$ cat config.mk
export PLATFORM = sky130hd
export DESIGN_NAME = pc_sequencer
export DESIGN_NICKNAME = d
export VERILOG_FILES = /design/src/rtl/pc_pkg.sv /design/src/rtl/pc_incr.sv /design/src/rtl/pc_sequencer.sv
export SDC_FILE = /design/constraint.sdc
export NUM_CORES = 1
export LEC_CHECK = 0
export CAP_MARGIN = 20
export CORE_MARGIN = 10
export CORE_UTILIZATION = 45
export DETAILED_ROUTE_END_ITERATION = 10
export GPL_ROUTABILITY_DRIVEN = 0
export MAX_ROUTING_LAYER = met4
export PLACE_DENSITY = 0.72
export SLEW_MARGIN = 20
export SYNTH_ARGS = -nofsm -noshare
export SYNTH_HDL_FRONTEND = slang
export SYNTH_HIERARCHICAL = 1
export SYNTH_SLANG_ARGS = --single-unit
$ cat constraint.sdc
create_clock -name clk -period 4.35 [get_ports clk]
set_clock_uncertainty 0.2 [all_clocks]
set_input_delay 0.6525 -clock clk [delete_from_list [all_inputs] [get_ports clk]]
set_output_delay 0.6525 -clock clk [all_outputs]
set_load 0.05 [all_outputs]
$ cat src/rtl/pc_pkg.sv
// Shared definitions for the program-counter unit: pc_sel encodings, the
// pending-redirect state type and default reset/exception vectors.
package pc_pkg;

    typedef enum logic [1:0] {
        PC_SEQ = 2'b00,
        PC_BR  = 2'b01,
        PC_J   = 2'b10,
        PC_JR  = 2'b11
    } pc_sel_e;

    typedef enum logic {
        IDLE = 1'b0,
        PEND = 1'b1
    } pc_state_e;

    localparam logic [31:0] PC_RESET_VEC_DFLT = 32'h0000_0000;
    localparam logic [31:0] PC_EXC_VEC_DFLT   = 32'h0000_0180;

endpackage

$ cat src/rtl/pc_incr.sv
// Parametrised combinational PC incrementer; generalises the fixed +4 unit.
module pc_incr #(
    parameter int unsigned ADDR_W = 32,
    parameter int unsigned STEP   = 4
) (
    input  logic [ADDR_W-1:0] pcin,
    output logic [ADDR_W-1:0] pcout
);

    assign pcout = pcin + ADDR_W'(STEP);

endmodule

$ cat src/rtl/pc_sequencer.sv
// Program-counter register and next-PC selection with stall-deferred redirect.
// Optional misaligned-target trap enabled by defining PC_ALIGN_CHECK_EN.
module pc_sequencer
    import pc_pkg::*;
#(
    parameter int unsigned ADDR_W    = 32,
    parameter int unsigned STEP      = 4,
    parameter logic [31:0] RESET_VEC = PC_RESET_VEC_DFLT,
    parameter logic [31:0] EXC_VEC   = PC_EXC_VEC_DFLT
) (
    input  logic              clk,
    input  logic              reset,
    input  logic              stall,
    input  logic [1:0]        pc_sel,
    input  logic              br_taken,
    input  logic [15:0]       br_offset,
    input  logic [25:0]       jmp_target,
    input  logic [ADDR_W-1:0] jr_addr,
    output logic [ADDR_W-1:0] pcout,
    output logic [ADDR_W-1:0] pcplus,
    output logic              redirect_pending,
    output logic              exc,
    output logic [ADDR_W-1:0] epc
);

    localparam logic [ADDR_W-1:0] RESET_A = ADDR_W'(RESET_VEC);
    // Bits at and above 28 survive a J-type jump; a 28-bit PC keeps none.
    localparam logic [ADDR_W-1:0] JMP_HI_MASK = ~ADDR_W'(28'hFFF_FFFF);

    pc_state_e         state_q, state_d;
    logic [ADDR_W-1:0] pc_q, pc_d;
    logic [ADDR_W-1:0] tgt_q, tgt_d;

    logic [ADDR_W-1:0] br_off;
    logic [ADDR_W-1:0] redir_tgt;
    logic              redirect;
    logic              load_en;
    logic [ADDR_W-1:0] load_tgt;

`ifdef PC_ALIGN_CHECK_EN
    localparam logic [ADDR_W-1:0] EXC_A = ADDR_W'(EXC_VEC);
    logic              exc_q, exc_d;
    logic [ADDR_W-1:0] epc_q, epc_d;
`endif

    pc_incr #(
        .ADDR_W (ADDR_W),
        .STEP   (STEP)
    ) u_incr (
        .pcin  (pc_q),
        .pcout (pcplus)
    );

    assign br_off = {{(ADDR_W-18){br_offset[15]}}, br_offset, 2'b00};

    always_comb begin
        redirect  = 1'b0;
        redir_tgt = pcplus;
        case (pc_sel_e'(pc_sel))
            PC_BR: begin
                redirect  = br_taken;
                redir_tgt = pcplus + br_off;
            end
            PC_J: begin
                redirect  = 1'b1;
                redir_tgt = (pcplus & JMP_HI_MASK) | ADDR_W'({jmp_target, 2'b00});
            end
            PC_JR: begin
                redirect  = 1'b1;
                redir_tgt = jr_addr;
            end
            default: begin
                redirect  = 1'b0;
                redir_tgt = pcplus;
            end
        endcase
    end

    always_comb begin
        state_d  = state_q;
        tgt_d    = tgt_q;
        pc_d     = pc_q;
        load_en  = 1'b0;
        load_tgt = redir_tgt;
`ifdef PC_ALIGN_CHECK_EN
        exc_d    = 1'b0;
        epc_d    = epc_q;
`endif
        if (stall) begin
            // Latest redirect seen during a stall overwrites the latched one.
            if (redirect) begin
                state_d = PEND;
                tgt_d   = redir_tgt;
            end
        end else begin
            state_d = IDLE;
            if (redirect) begin
                load_en  = 1'b1;
                load_tgt = redir_tgt;
            end else if (state_q == PEND) begin
                load_en  = 1'b1;
                load_tgt = tgt_q;
            end else begin
                pc_d = pcplus;
            end
        end

        if (load_en) begin
`ifdef PC_ALIGN_CHECK_EN
            if (load_tgt[1:0] != 2'b00) begin
                pc_d  = EXC_A;
                exc_d = 1'b1;
                epc_d = load_tgt;
            end else begin
                pc_d = load_tgt;
            end
`else
            pc_d = load_tgt;
`endif
        end
    end

    always_ff @(posedge clk) begin
        if (reset) begin
            state_q <= IDLE;
            pc_q    <= RESET_A;
            tgt_q   <= '0;
        end else begin
            state_q <= state_d;
            pc_q    <= pc_d;
            tgt_q   <= tgt_d;
        end
    end

`ifdef PC_ALIGN_CHECK_EN
    always_ff @(posedge clk) begin
        if (reset) begin
            exc_q <= 1'b0;
            epc_q <= '0;
        end else begin
            exc_q <= exc_d;
            epc_q <= epc_d;
        end
    end

    assign exc = exc_q;
    assign epc = epc_q;
`else
    assign exc = 1'b0;
    assign epc = '0;
`endif

    assign pcout            = pc_q;
    assign redirect_pending = (state_q == PEND);

endmodule

# --- Yosys cells after proc, flatten, opt, wreduce, memory -nomap -nowiden ---
# Cells that the tools add are included.
totals:
  ff_bits: 65
  elab_cells: 29
  out_inout_bits: 98
classes:
  n_eq_ne: 6
  bitwise: 2
  n_addsub: 2
  n_mux: 12
  reduce_logical: 4
ops:
  columns: ["op", "n"]
  rows:
  - ["2-to-1 mux 32 bit", 7]
  - ["one-hot mux 32 bit (3 select lines)", 1]
  - ["adder 32 x 3 -> 32 bit (second input constant)", 1]
  - ["adder 32 bit", 1]
  - ["bitwise OR 32 x 28 -> 32 bit", 1]
  - ["inequality test 2 x 1 -> 1 bit (second input constant)", 3]
  - ["equality test 2 bit (second input constant)", 2]
  - ["OR reduction 2 bit", 2]
  - ["2-to-1 mux 1 bit", 3]
  - ["AND reduction 3 bit", 1]
  - ["equality test 2 x 1 -> 1 bit (second input constant)", 1]
  - ["one-hot mux 1 bit (2 select lines)", 1]
  - ["AND reduction 2 bit", 1]
  - ["inverter 1 bit", 1]

# --- Longest topological paths before layout ---
# Gate-level depths: netlist (run 1).
depth:
  ltp_word: 7
  ltp_mapped: 16

# --- Hierarchy ---
# Netlist (run 1), hierarchy kept.
by_module_without_submodules:
  columns: ["module", "area_each_um2", "instances", "cells_each", "seq_area_each_um2"]
  rows:
  - ["pc_sequencer", 5590.4, 1, 728, 1301.2]
  - ["pc_incr", 580.6, 1, 83, 0.0]

# --- Worst setup path before layout (run 1) ---
# No wires, ideal clock.
synth_path:
  kind: "reg-to-reg"
  from: "reg pc_q[4], in the netlist pcout[4]"
  to: "reg pc_q[22], in the netlist pcout[22]"
  setup_time_ps: 132
  required_time_ps: 4018
  arrival_time_ps: 4655
  setup_slack_ps: -637
  stages_incl_launch_ff: 15
  n_path_buf: 1
  cell_sequence: "dfxtp_1 -> nand4_1 -> nor4_4 -> nand2_1 -> xnor2_1 -> ha_1 -> buf_6 -> a21o_1 -> o21bai_1 -> or4_1 -> o21ai_2 -> xnor2_1 -> mux4_2 -> o21ai_1 -> a21oi_1"
synth_between:
  elab_chain_cells: 7
  word_cells_on_any_way: 10
  cone_classes: "add/sub (2); mux (8)"
synth_lines:
  columns: ["item", "line", "rtl"]
  rows:
  - ["start: declaration", "pc_sequencer.sv:31", "logic [ADDR_W-1:0] pc_q, pc_d;"]
  - ["start signal: assignment", "pc_sequencer.sv:130", "pc_q <= pc_d;"]
  - ["adder 32 x 3 -> 32 bit *", "pc_incr.sv:10", "assign pcout = pcin + ADDR_W'(STEP);"]
  - ["net pcplus[17]", "pc_sequencer.sv:20", "output logic [ADDR_W-1:0] pcplus,"]
  - ["adder 32 bit *", "pc_sequencer.sv:62", "redir_tgt = pcplus + br_off;"]
  - ["one-hot mux 32 bit (3 select lines) *", "pc_sequencer.sv:59", "case (pc_sel_e'(pc_sel))"]
  - ["2-to-1 mux 32 bit", "pc_sequencer.sv:100", "end else if (state_q == PEND) begin"]
  - ["2-to-1 mux 32 bit", "pc_sequencer.sv:97", "if (redirect) begin"]
  - ["2-to-1 mux 32 bit *", "pc_sequencer.sv:89", "if (stall) begin"]
  - ["2-to-1 mux 32 bit *", "pc_sequencer.sv:108", "if (load_en) begin"]
# Mark *: on every way through the listed nets, which the timed path passes. The rest lies on a longest branch. The select of a mux whose other input is x is not followed.
# A chain may end at the register's enable or synchronous reset.

# --- Worst setup path after layout (run 1) ---
layout_path:
  from: "reg pc_q[9], in the netlist pcout[9]"
  to: "reg pc_q[30], in the netlist pcout[30]"
layout_between:
  elab_chain_cells: 7
  word_cells_on_any_way: 11
  cone_classes: "add/sub (2); mux (8); bitwise (1)"
layout_lines:
  columns: ["item", "line"]
  rows:
  - ["adder 32 x 3 -> 32 bit *", "pc_incr.sv:10"]
  - ["adder 32 bit / bitwise OR 32 x 28 -> 32 bit (equally long branches)", "pc_sequencer.sv:62, pc_sequencer.sv:66"]
  - ["one-hot mux 32 bit (3 select lines)", "pc_sequencer.sv:59"]
  - ["2-to-1 mux 32 bit", "pc_sequencer.sv:100"]
  - ["2-to-1 mux 32 bit", "pc_sequencer.sv:97"]
  - ["2-to-1 mux 32 bit", "pc_sequencer.sv:89"]
  - ["2-to-1 mux 32 bit *", "pc_sequencer.sv:108"]
# Every way passes the cells marked *; elsewhere a longest branch is shown, timed or not. The select of a mux whose other input is x is not followed.

==> results of run 1 <==
## worst max-delay path: cells and delay by family (launching register included)
| family | cells | cell delay, ps |
|---|---|---|
| AO/OA/AOI/OAI | 5 | 980 |
| XOR/XNOR | 1 | 190 |
| adder cells (fa/ha/maj) | 1 | 470 |
| flip-flops | 1 | 410 |
| multiplexers | 1 | 360 |
| AND/OR/NAND/NOR | 4 | 1390 |
## stage by stage
stage | util, % | hold WS, ps | instances | worst slack (ps)
after floorplan | - | 232 | 843 | 7.12
after global placement | 60.0 | 239 | 1120 | 213
after detailed placement | 60.0 | 246 | 1120 | 181
after CTS | 62.0 | 254 | 1136 | 127
after global routing | 62.2 | 268 | 1136 | -21.9
final | 62.2 | 256 | 1136 | 218
## routing by layer
layer	GRT usage (%)	up-vias	share of wire (%)
li1	-	3194	-
met1	30.4	3110	41
met2	40.4	316	47
met3	5.57	47	8.7
met4	8.37	0	2.7
met5	-	-	0
## state kept, by name, summed over array words and instances, names as in the netlist
name,cells
tgt_q,32
redirect_pending,1
pcout,32
## worst max-delay path by stage
stage / startpoint / end / depth (start not counted)
finish: pcout[9] / pcout[30] / 12
global route: pcout[2] / tgt_q[29] / 15
CTS: pcout[2] / tgt_q[21] / 16
detailed placement: pcout[2] / tgt_q[29] / 16
global placement: pcout[2] / tgt_q[29] / 16
floorplan: pcout[3] / pcout[18] / 14
## cell type report
type	instances	area (um2)	area share, %
clock inverters	5	32.5	0.392
repair buffers	186	1750	21.0
well taps	176	220	2.65
inverters	16	60.1	0.723
clock buffers	11	233	2.80
multi-input cells	677	4680	56.4
flip-flops and latches	65	1330	16.0
## power groups by stage
stage	clock (mW)	sequential, mW	combinational, mW
finish	0.669	0.697	1.08
global route	0.694	0.704	1.15
CTS	0.670	0.695	1.06
detailed placement	0	0.707	1.06
global placement	0	0.706	1.06
floorplan	0	0.778	0.660
## repair_timing
item	in CTS	in global routing
endpoints found under the setup margin	0	19
hold buffers	0	0
buffers inserted	0	0
resized for setup	0	4
## synth_stat cells (all sizes together) (5+ instances only)
cell type	count	area share (%)
xor2	17	2.4
and3	5	0.51
o31ai	5	0.61
nor2	63	3.8
clkbuf	39	2.4
inv	15	0.91
nand2	108	6.6
o211ai	13	1.7
a21o	13	1.6
o21ai	45	3.7
mux2	5	0.91
a211oi	17	2.1
dfxtp	65	21
buf	46	5.1
ha	30	6.1
mux4	14	5.1
a31oi	13	1.4
nor4	5	0.99
nand3	29	2.4
o21bai	6	0.73
xnor2	34	4.8
nand4	22	2.3
mux2i	37	6.0
a21oi	92	7.5
nor3	18	1.5
## placed cells by master, fill, tap and decap left out, drive strengths merged, types with 11 or more instances in the layout
| cell | count |
|---|---|
| clkdlybuf4s50 | 142 |
| nand2 | 108 |
| a21oi | 92 |
| dfxtp | 65 |
| nor2 | 63 |
| o21ai | 45 |
| buf | 44 |
| mux2i | 37 |
| xnor2 | 34 |
| conb | 33 |
| ha | 30 |
| nand3 | 29 |
| nand4 | 22 |
| nor3 | 18 |
| a211oi | 17 |
| xor2 | 17 |
| inv | 15 |
| mux4 | 14 |
| a21o | 13 |
| a31oi | 13 |
| o211ai | 13 |
| clkbuf | 11 |
## kinds of logic (layout without fill, tap and decap cells)
group	count (synthesis)	count (layout)	synth area share (%)
DFF	65	65	21.1
and+or+nand+nor	272	272	20.7
xor gates and xnor gates	51	51	7.24
other	1	33	0.0608
muxes	56	56	12.0
buffers and inverters	101	218	8.41
AOI/OAI and AO/OA	234	234	24.1
adders and majority gates	31	31	6.41
==> flow_summary.html, run 1 <==
<table>
<tr><th>Metric</th><th>Value</th></tr>
<tr><th colspan="2">Finish</th></tr>
<tr><td>Number of filler cells placed in the layout</td><td>1252</td></tr>
<tr><td>Final antenna diode count</td><td>0</td></tr>
<tr><td>Fraction of final layout cells with drive strength greater than 1</td><td>13.6%</td></tr>
<tr><td>Final Net Count</td><td>1066</td></tr>
<tr><td>Area growth syn-to-layout</td><td>34.5%</td></tr>
<tr><td>Final standard cell area without fillers</td><td>between 8000 and 9000 um2</td></tr>
<tr><th colspan="2">Power</th></tr>
<tr><td>Sw Pwr</td><td>1.00 mW</td></tr>
<tr><td>Standby leakage power</td><td>3.33 nW</td></tr>
<tr><td>Total internal power</td><td>~1.4 mW</td></tr>
<tr><td>Clock power frac</td><td>27.4%</td></tr>
<tr><td>Power density over the cells</td><td>294 nW/um2</td></tr>
<tr><td>Combinational share of power</td><td>between 40% and 50%</td></tr>
<tr><td>Total power consumption of the routed design</td><td>around 2.4 mW</td></tr>
<tr><td>Worst voltage drop across the vdd grid</td><td>0.177 mV</td></tr>
<tr><td>Switching portion of total power</td><td>41.1%</td></tr>
<tr><td>Sequential cell fraction of total power</td><td>28.5%</td></tr>
<tr><th colspan="2">CTS</th></tr>
<tr><td>Clock tree from TritonCTS</td><td>yes</td></tr>
<tr><td>H-tree Lvls</td><td>3</td></tr>
<tr><td>Clock Latency Late Sink</td><td>350 ps</td></tr>
<tr><td>Clock slew at reported path FFs</td><td>60 ps</td></tr>
<tr><td>Number of sinks driven by the clock tree</td><td>65</td></tr>
<tr><td>CTS Buffer Depth</td><td>2</td></tr>
<tr><td>Root Driver</td><td>sky130_fd_sc_hd__clkbuf_16</td></tr>
<tr><td>Number of buffers created by CTS</td><td>9</td></tr>
<tr><th colspan="2">STA</th></tr>
<tr><td>Highest Clock Rate</td><td>242 MHz</td></tr>
<tr><td>Final setup violation count</td><td>0</td></tr>
<tr><td>Final count of hold timing violations</td><td>0</td></tr>
<tr><td>Final worst path period need</td><td>4130 ps</td></tr>
<tr><td>Transition time at the pin with the least slew margin</td><td>~930 ps</td></tr>
<tr><td>Setup TNS</td><td>0 ps</td></tr>
<tr><td>Max-slew violation total from the final report</td><td>0</td></tr>
<tr><td>Max transition margin</td><td>37.5%</td></tr>
<tr><td>Part of the cycle the worst path needs</td><td>95.0%</td></tr>
<tr><th colspan="2">Routing</th></tr>
<tr><td>Via-to-Cell Ratio</td><td>5.87</td></tr>
<tr><td>Routed len/inst</td><td>20.8 um</td></tr>
<tr><td>First-iteration detailed-routing DRC count</td><td>about 760</td></tr>
<tr><td>Final ANT Viol Nets</td><td>0</td></tr>
<tr><td>Residual DRC</td><td>0</td></tr>
<tr><td>Count of TritonRoute iterations in the first routing pass</td><td>5</td></tr>
<tr><td>Post-detailed-routing wire length</td><td>23600 um</td></tr>
<tr><td>Count of vias placed by the detailed router</td><td>6667</td></tr>
<tr><th colspan="2">Global route</th></tr>
<tr><td>Remaining global-route overflow</td><td>0</td></tr>
<tr><td>Global-route total usage across every layer</td><td>25.1%</td></tr>
<tr><td>Pin count of the biggest net entering global routing</td><td>51</td></tr>
<tr><td>Global-route wire length before repair</td><td>36000 um</td></tr>
<tr><td>Initial antenna violation count</td><td>0</td></tr>
<tr><td>Number of global-route vias before repair</td><td>roughly 6500</td></tr>
<tr><th colspan="2">Logic synthesis</th></tr>
<tr><td>Predominant post-synthesis flop cell</td><td>sky130_fd_sc_hd__dfxtp_1</td></tr>
<tr><td>Number of enable flip-flop cells after synthesis</td><td>0</td></tr>
<tr><td>Total standard cell area after synthesis</td><td>~6200 um2</td></tr>
<tr><td>Unique cell type count in the Yosys netlist</td><td>70</td></tr>
<tr><td>Warning count from the yosys run</td><td>6</td></tr>
<tr><td>Number of register bits inferred by synthesis</td><td>65</td></tr>
<tr><td>Instance count of the mapped netlist</td><td>811</td></tr>
<tr><td>Synthesized area per cell</td><td>7.61 um2</td></tr>
<tr><td>Sequential area share after synthesis</td><td>21.1%</td></tr>
<tr><td>Async set or reset register ratio after synthesis</td><td>0%</td></tr>
<tr><th colspan="2">Worst hold path</th></tr>
<tr><td>Hold endpoint</td><td>tgt_q[15]</td></tr>
<tr><td>Worst Hold Path Cells</td><td>2</td></tr>
<tr><td>Start point of the worst min-delay path</td><td>tgt_q[15]</td></tr>
<tr><td>Hold Crit Class</td><td>reg2reg</td></tr>
<tr><th colspan="2">Die</th></tr>
<tr><td>Die area</td><td>18800 um2</td></tr>
<tr><td>Die Span Y</td><td>137 um</td></tr>
<tr><td>IO Pins</td><td>178</td></tr>
<tr><td>Core area</td><td>13300 um2</td></tr>
<tr><td>Initial cell density of the core</td><td>46.2%</td></tr>
<tr><td>Number of rows created at floorplan</td><td>42</td></tr>
<tr><td>Chip Width</td><td>approximately 140 um</td></tr>
<tr><th colspan="2">Setup path</th></tr>
<tr><td>Kind of launch point of the worst setup path</td><td>flip-flop</td></tr>
<tr><td>Cell chain of the critical path</td><td>nand4_2, nor4_4, xor2_2, ha_1, nand4_1, or4_1, o22ai_1, o21ai_2, o21ai_1, mux2_1, o211ai_1, a21oi_1</td></tr>
<tr><td>Required time of the critical path</td><td>4380 ps</td></tr>
<tr><td>CP peak stage delay</td><td>540 ps</td></tr>
<tr><td>Launch instance of the worst register-to-register path</td><td>pcout[9]</td></tr>
<tr><td>Worst setup slack for register-to-register paths</td><td>220 ps</td></tr>
<tr><td>Worst Reg-to-Reg Cells</td><td>12</td></tr>
<tr><td>Kind of critical path</td><td>reg2reg</td></tr>
<tr><td>CP Data Arrival Time</td><td>approximately 4200 ps</td></tr>
<tr><td>FF-to-FF End</td><td>pcout[30]</td></tr>
<tr><td>Crit-path slowest cell</td><td>sky130_fd_sc_hd__nor4_4</td></tr>
<tr><td>Largest fanout of any net on the critical path</td><td>7</td></tr>
<tr><td>CP Capture Type</td><td>flip-flop</td></tr>
<tr><th colspan="2">Run status</th></tr>
<tr><td>Result of the run</td><td>complete, no violations</td></tr>
<tr><th colspan="2">Placement</th></tr>
<tr><td>Placed wire-length estimate</td><td>17700 um</td></tr>
<tr><td>Post-place instance area</td><td>around 8000 um2</td></tr>
<tr><td>Number of I/O port buffers</td><td>~140</td></tr>
<tr><th colspan="2">Flow run</th></tr>
<tr><td>Number of maximum-capacitance constraint violations</td><td>0</td></tr>
</table>
No activity file was read; power rests on OpenSTA's default activity.
==> run 2, diff against run 1 <==
--- a/config.mk
+++ b/config.mk
@@ -11,7 +11,7 @@
 export DETAILED_ROUTE_END_ITERATION = 10
 export GPL_ROUTABILITY_DRIVEN = 0
 export MAX_ROUTING_LAYER = met4
-export PLACE_DENSITY = 0.72
+export PLACE_DENSITY = 0.83
 export SLEW_MARGIN = 20
 export SYNTH_ARGS = -nofsm -noshare
 export SYNTH_HDL_FRONTEND = slang
==> run 2 against run 1 <==
Register-to-register slack got worse by 30 ps. Via count up 2.9%. Flip-flop and latch count is the same. Hold slack lost 4.1 ps. Largest power group unchanged. Global-route usage decreased by 0.92 points. First-iteration DRC count rose by 2.2%.
==> flow_summary.html, run 2 (same netlist as run 1, synthesis figures left out) <==
<table>
<tr><th>Metric</th><th>Value</th></tr>
<tr><th colspan="2">STA</th></tr>
<tr><td>Smallest setup slack after layout</td><td>193 ps (was 218 ps)</td></tr>
<tr><td>Highest Clock Rate</td><td>241 MHz (was 242 MHz)</td></tr>
<tr><td>Final setup violation count</td><td>0 (unchanged)</td></tr>
<tr><td>Final worst path period need</td><td>4160 ps (was 4130 ps)</td></tr>
<tr><td>Min Hold Slack</td><td>252 ps (was 256 ps)</td></tr>
<tr><td>Max-slew violation total from the final report</td><td>0 (unchanged)</td></tr>
<tr><td>Transition time at the pin with the least slew margin</td><td>878 ps (was 934 ps)</td></tr>
<tr><td>Part of the cycle the worst path needs</td><td>95.6% (was 95.0%)</td></tr>
<tr><td>Setup TNS</td><td>0 ps (unchanged)</td></tr>
<tr><td>Max transition margin</td><td>41.2% (was 37.5%)</td></tr>
<tr><td>Final count of hold timing violations</td><td>0 (unchanged)</td></tr>
<tr><th colspan="2">Setup path</th></tr>
<tr><td>CP Data Arrival Time</td><td>4200 ps (was 4160 ps)</td></tr>
<tr><td>Worst Reg-to-Reg Cells</td><td>14 (was 12)</td></tr>
<tr><td>Required time of the critical path</td><td>4390 ps (was 4380 ps)</td></tr>
<tr><td>Kind of critical path</td><td>reg2reg (unchanged)</td></tr>
<tr><td>Worst setup slack for register-to-register paths</td><td>190 ps (was 220 ps)</td></tr>
<tr><td>Kind of launch point of the worst setup path</td><td>flip-flop (unchanged)</td></tr>
<tr><td>Largest fanout of any net on the critical path</td><td>7 (unchanged)</td></tr>
<tr><td>CP Capture Type</td><td>flip-flop (unchanged)</td></tr>
<tr><th colspan="2">CTS</th></tr>
<tr><td>Clock tree from TritonCTS</td><td>yes (unchanged)</td></tr>
<tr><td>Root Driver</td><td>sky130_fd_sc_hd__clkbuf_16 (unchanged)</td></tr>
<tr><td>Clock slew at reported path FFs</td><td>60 ps (about the same)</td></tr>
<tr><td>Number of sinks driven by the clock tree</td><td>65 (unchanged)</td></tr>
<tr><td>Clock Latency Late Sink</td><td>340 ps (was 350 ps)</td></tr>
<tr><td>Number of buffers created by CTS</td><td>9 (unchanged)</td></tr>
<tr><td>H-tree Lvls</td><td>3 (unchanged)</td></tr>
<tr><td>CTS Buffer Depth</td><td>2 (unchanged)</td></tr>
<tr><td>Number of hold buffers added after cts</td><td>0 (unchanged)</td></tr>
<tr><th colspan="2">Die</th></tr>
<tr><td>Initial cell density of the core</td><td>46.2% (unchanged)</td></tr>
<tr><td>Die Span Y</td><td>137 um (unchanged)</td></tr>
<tr><td>Core area</td><td>13300 um2 (unchanged)</td></tr>
<tr><td>Chip Width</td><td>137 um (unchanged)</td></tr>
<tr><td>Die area</td><td>18800 um2 (unchanged)</td></tr>
<tr><td>IO Pins</td><td>178 (unchanged)</td></tr>
<tr><td>Number of rows created at floorplan</td><td>42 (unchanged)</td></tr>
<tr><th colspan="2">Finish</th></tr>
<tr><td>Commonest non-fill, non-tap cell in the layout</td><td>sky130_fd_sc_hd__clkdlybuf4s50_1 (unchanged)</td></tr>
<tr><td>FF+latch area</td><td>1330 um2 (unchanged)</td></tr>
<tr><td>Final standard cell area without fillers</td><td>8240 um2 (was 8300 um2)</td></tr>
<tr><td>Number of filler cells placed in the layout</td><td>1162 (was 1252)</td></tr>
<tr><td>Fraction of final layout cells with drive strength greater than 1</td><td>12.6% (was 13.6%)</td></tr>
<tr><td>Commonest non-fill, non-tap cells in the layout</td><td>sky130_fd_sc_hd__clkdlybuf4s50_1, sky130_fd_sc_hd__nand2_1, sky130_fd_sc_hd__a21oi_1 (unchanged)</td></tr>
<tr><td>Final antenna diode count</td><td>0 (unchanged)</td></tr>
<tr><td>Total area of multi-input combinational cells</td><td>4670 um2 (was 4680 um2)</td></tr>
<tr><td>Final Net Count</td><td>1056 (was 1066)</td></tr>
<tr><td>Area growth syn-to-layout</td><td>33.5% (was 34.5%)</td></tr>
<tr><th colspan="2">Worst hold path</th></tr>
<tr><td>Worst Hold Path Cells</td><td>2 (unchanged)</td></tr>
<tr><td>Hold Crit Class</td><td>reg2reg (unchanged)</td></tr>
<tr><th colspan="2">Routing</th></tr>
<tr><td>Routed len/inst</td><td>20.4 um (was 20.8 um)</td></tr>
<tr><td>Post-detailed-routing wire length</td><td>23000 um (was 23600 um)</td></tr>
<tr><td>Count of TritonRoute iterations in the first routing pass</td><td>5 (unchanged)</td></tr>
<tr><td>Residual DRC</td><td>0 (unchanged)</td></tr>
<tr><td>Via-to-Cell Ratio</td><td>6.09 (was 5.87)</td></tr>
<tr><td>First-iteration detailed-routing DRC count</td><td>775 (was 758)</td></tr>
<tr><td>Count of vias placed by the detailed router</td><td>6859 (was 6667)</td></tr>
<tr><td>Final ANT Viol Nets</td><td>0 (unchanged)</td></tr>
<tr><th colspan="2">Power</th></tr>
<tr><td>Total power consumption of the routed design</td><td>2.49 mW (was 2.44 mW)</td></tr>
<tr><td>Power density over the cells</td><td>303 nW/um2 (was 294 nW/um2)</td></tr>
<tr><td>Worst voltage drop across the vdd grid</td><td>0.214 mV (was 0.177 mV)</td></tr>
<tr><td>Standby leakage power</td><td>3.29 nW (was 3.33 nW)</td></tr>
<tr><th colspan="2">Global route</th></tr>
<tr><td>Busiest layer in global routing</td><td>met2 (unchanged)</td></tr>
<tr><td>Global-route total usage across every layer</td><td>24.2% (was 25.1%)</td></tr>
<tr><td>Remaining global-route overflow</td><td>0 (unchanged)</td></tr>
<tr><td>Pin count of the biggest net entering global routing</td><td>51 (unchanged)</td></tr>
<tr><td>Global-route wire length before repair</td><td>35200 um (was 36000 um)</td></tr>
<tr><td>Number of global-route vias before repair</td><td>6442 (was 6451)</td></tr>
<tr><td>Met3 Track Usage GR</td><td>4.99% (was 5.57%)</td></tr>
<tr><td>Initial antenna violation count</td><td>0 (unchanged)</td></tr>
<tr><td>Met2 GRT Util</td><td>37.4% (was 40.4%)</td></tr>
<tr><td>Met1 global-route usage</td><td>30.3% (was 30.4%)</td></tr>
<tr><th colspan="2">Placement</th></tr>
<tr><td>Placed wire-length estimate</td><td>17100 um (was 17700 um)</td></tr>
<tr><td>Number of I/O port buffers</td><td>144 (unchanged)</td></tr>
<tr><td>Pre-CTS WS</td><td>175 ps (was 181 ps)</td></tr>
<tr><td>Post-place instance area</td><td>7930 um2 (was 8010 um2)</td></tr>
<tr><th colspan="2">Flow run</th></tr>
<tr><td>Number of maximum-capacitance constraint violations</td><td>0 (unchanged)</td></tr>
<tr><th colspan="2">Run status</th></tr>
<tr><td>Result of the run</td><td>complete, no violations (unchanged)</td></tr>
</table>
-- run 2: power by group --
part	internal (mW)	switching, mW
clock	0.443	0.290
sequential	0.642	0.0523
combinational	0.402	0.663
total	1.49	1.01
-- run 2: critical path, cell delays in order, from the launching register on --
cell                      delay, ps
sky130_fd_sc_hd__dfxtp_2        420
sky130_fd_sc_hd__nand4_2        250
sky130_fd_sc_hd__nor4_4         440
sky130_fd_sc_hd__nand2_1        220
sky130_fd_sc_hd__xnor2_4        250
sky130_fd_sc_hd__ha_1           330
sky130_fd_sc_hd__a21o_1         220
sky130_fd_sc_hd__a21o_1         180
sky130_fd_sc_hd__a21oi_1        190
sky130_fd_sc_hd__o21ai_0        190
sky130_fd_sc_hd__a221o_1        380
sky130_fd_sc_hd__a31oi_1        210
sky130_fd_sc_hd__xnor2_1        200
sky130_fd_sc_hd__a21oi_1        110
sky130_fd_sc_hd__nor4_1         260
-- run 2: final timing paths --
| kind | start | end |
|---|---|---|
| worst max-delay path | pcout[9] | tgt_q[28] |
| worst min-delay path | tgt_q[11] | tgt_q[11] |
| worst max register to register | pcout[9] | tgt_q[28] |
| worst min register to register | tgt_q[11] | tgt_q[11] |
-- run 2: layout make-up --
type / instances / area share (%)
flip-flops and latches: 65 / 16.1
multi-input cells: 677 / 56.7
well taps: 176 / 2.67
inverters: 16 / 0.729
clock inverters: 5 / 0.684
repair buffers: 176 / 20.3
clock buffers: 11 / 2.83
-- run 2: metrics by stage --
| step | cells | util, % |
|---|---|---|
| after floorplan | 843 | - |
| after global placement | 1109 | 59.4 |
| after global routing | 1126 | 61.7 |
| after detailed placement | 1109 | 59.4 |
| after CTS | 1125 | 61.6 |
| final | 1126 | 61.7 |
-- run 2: what timing repair did --
| action | in CTS | in global routing |
|---|---|---|
| endpoints found under the setup margin | 0 | 5 |
| setup buffers | 0 | 1 |
| resized for setup | 0 | 2 |
| endpoints found under the hold margin | 0 | 0 |
-- run 2: routing by layer --
| layer | wire length (um) | part of all wire [%] |
|---|---|---|
| met5 | 0 | 0 |
| met4 | 689 | 3.0 |
| met3 | 2320 | 10 |
| met2 | 10500 | 46 |
| met1 | 9500 | 41 |
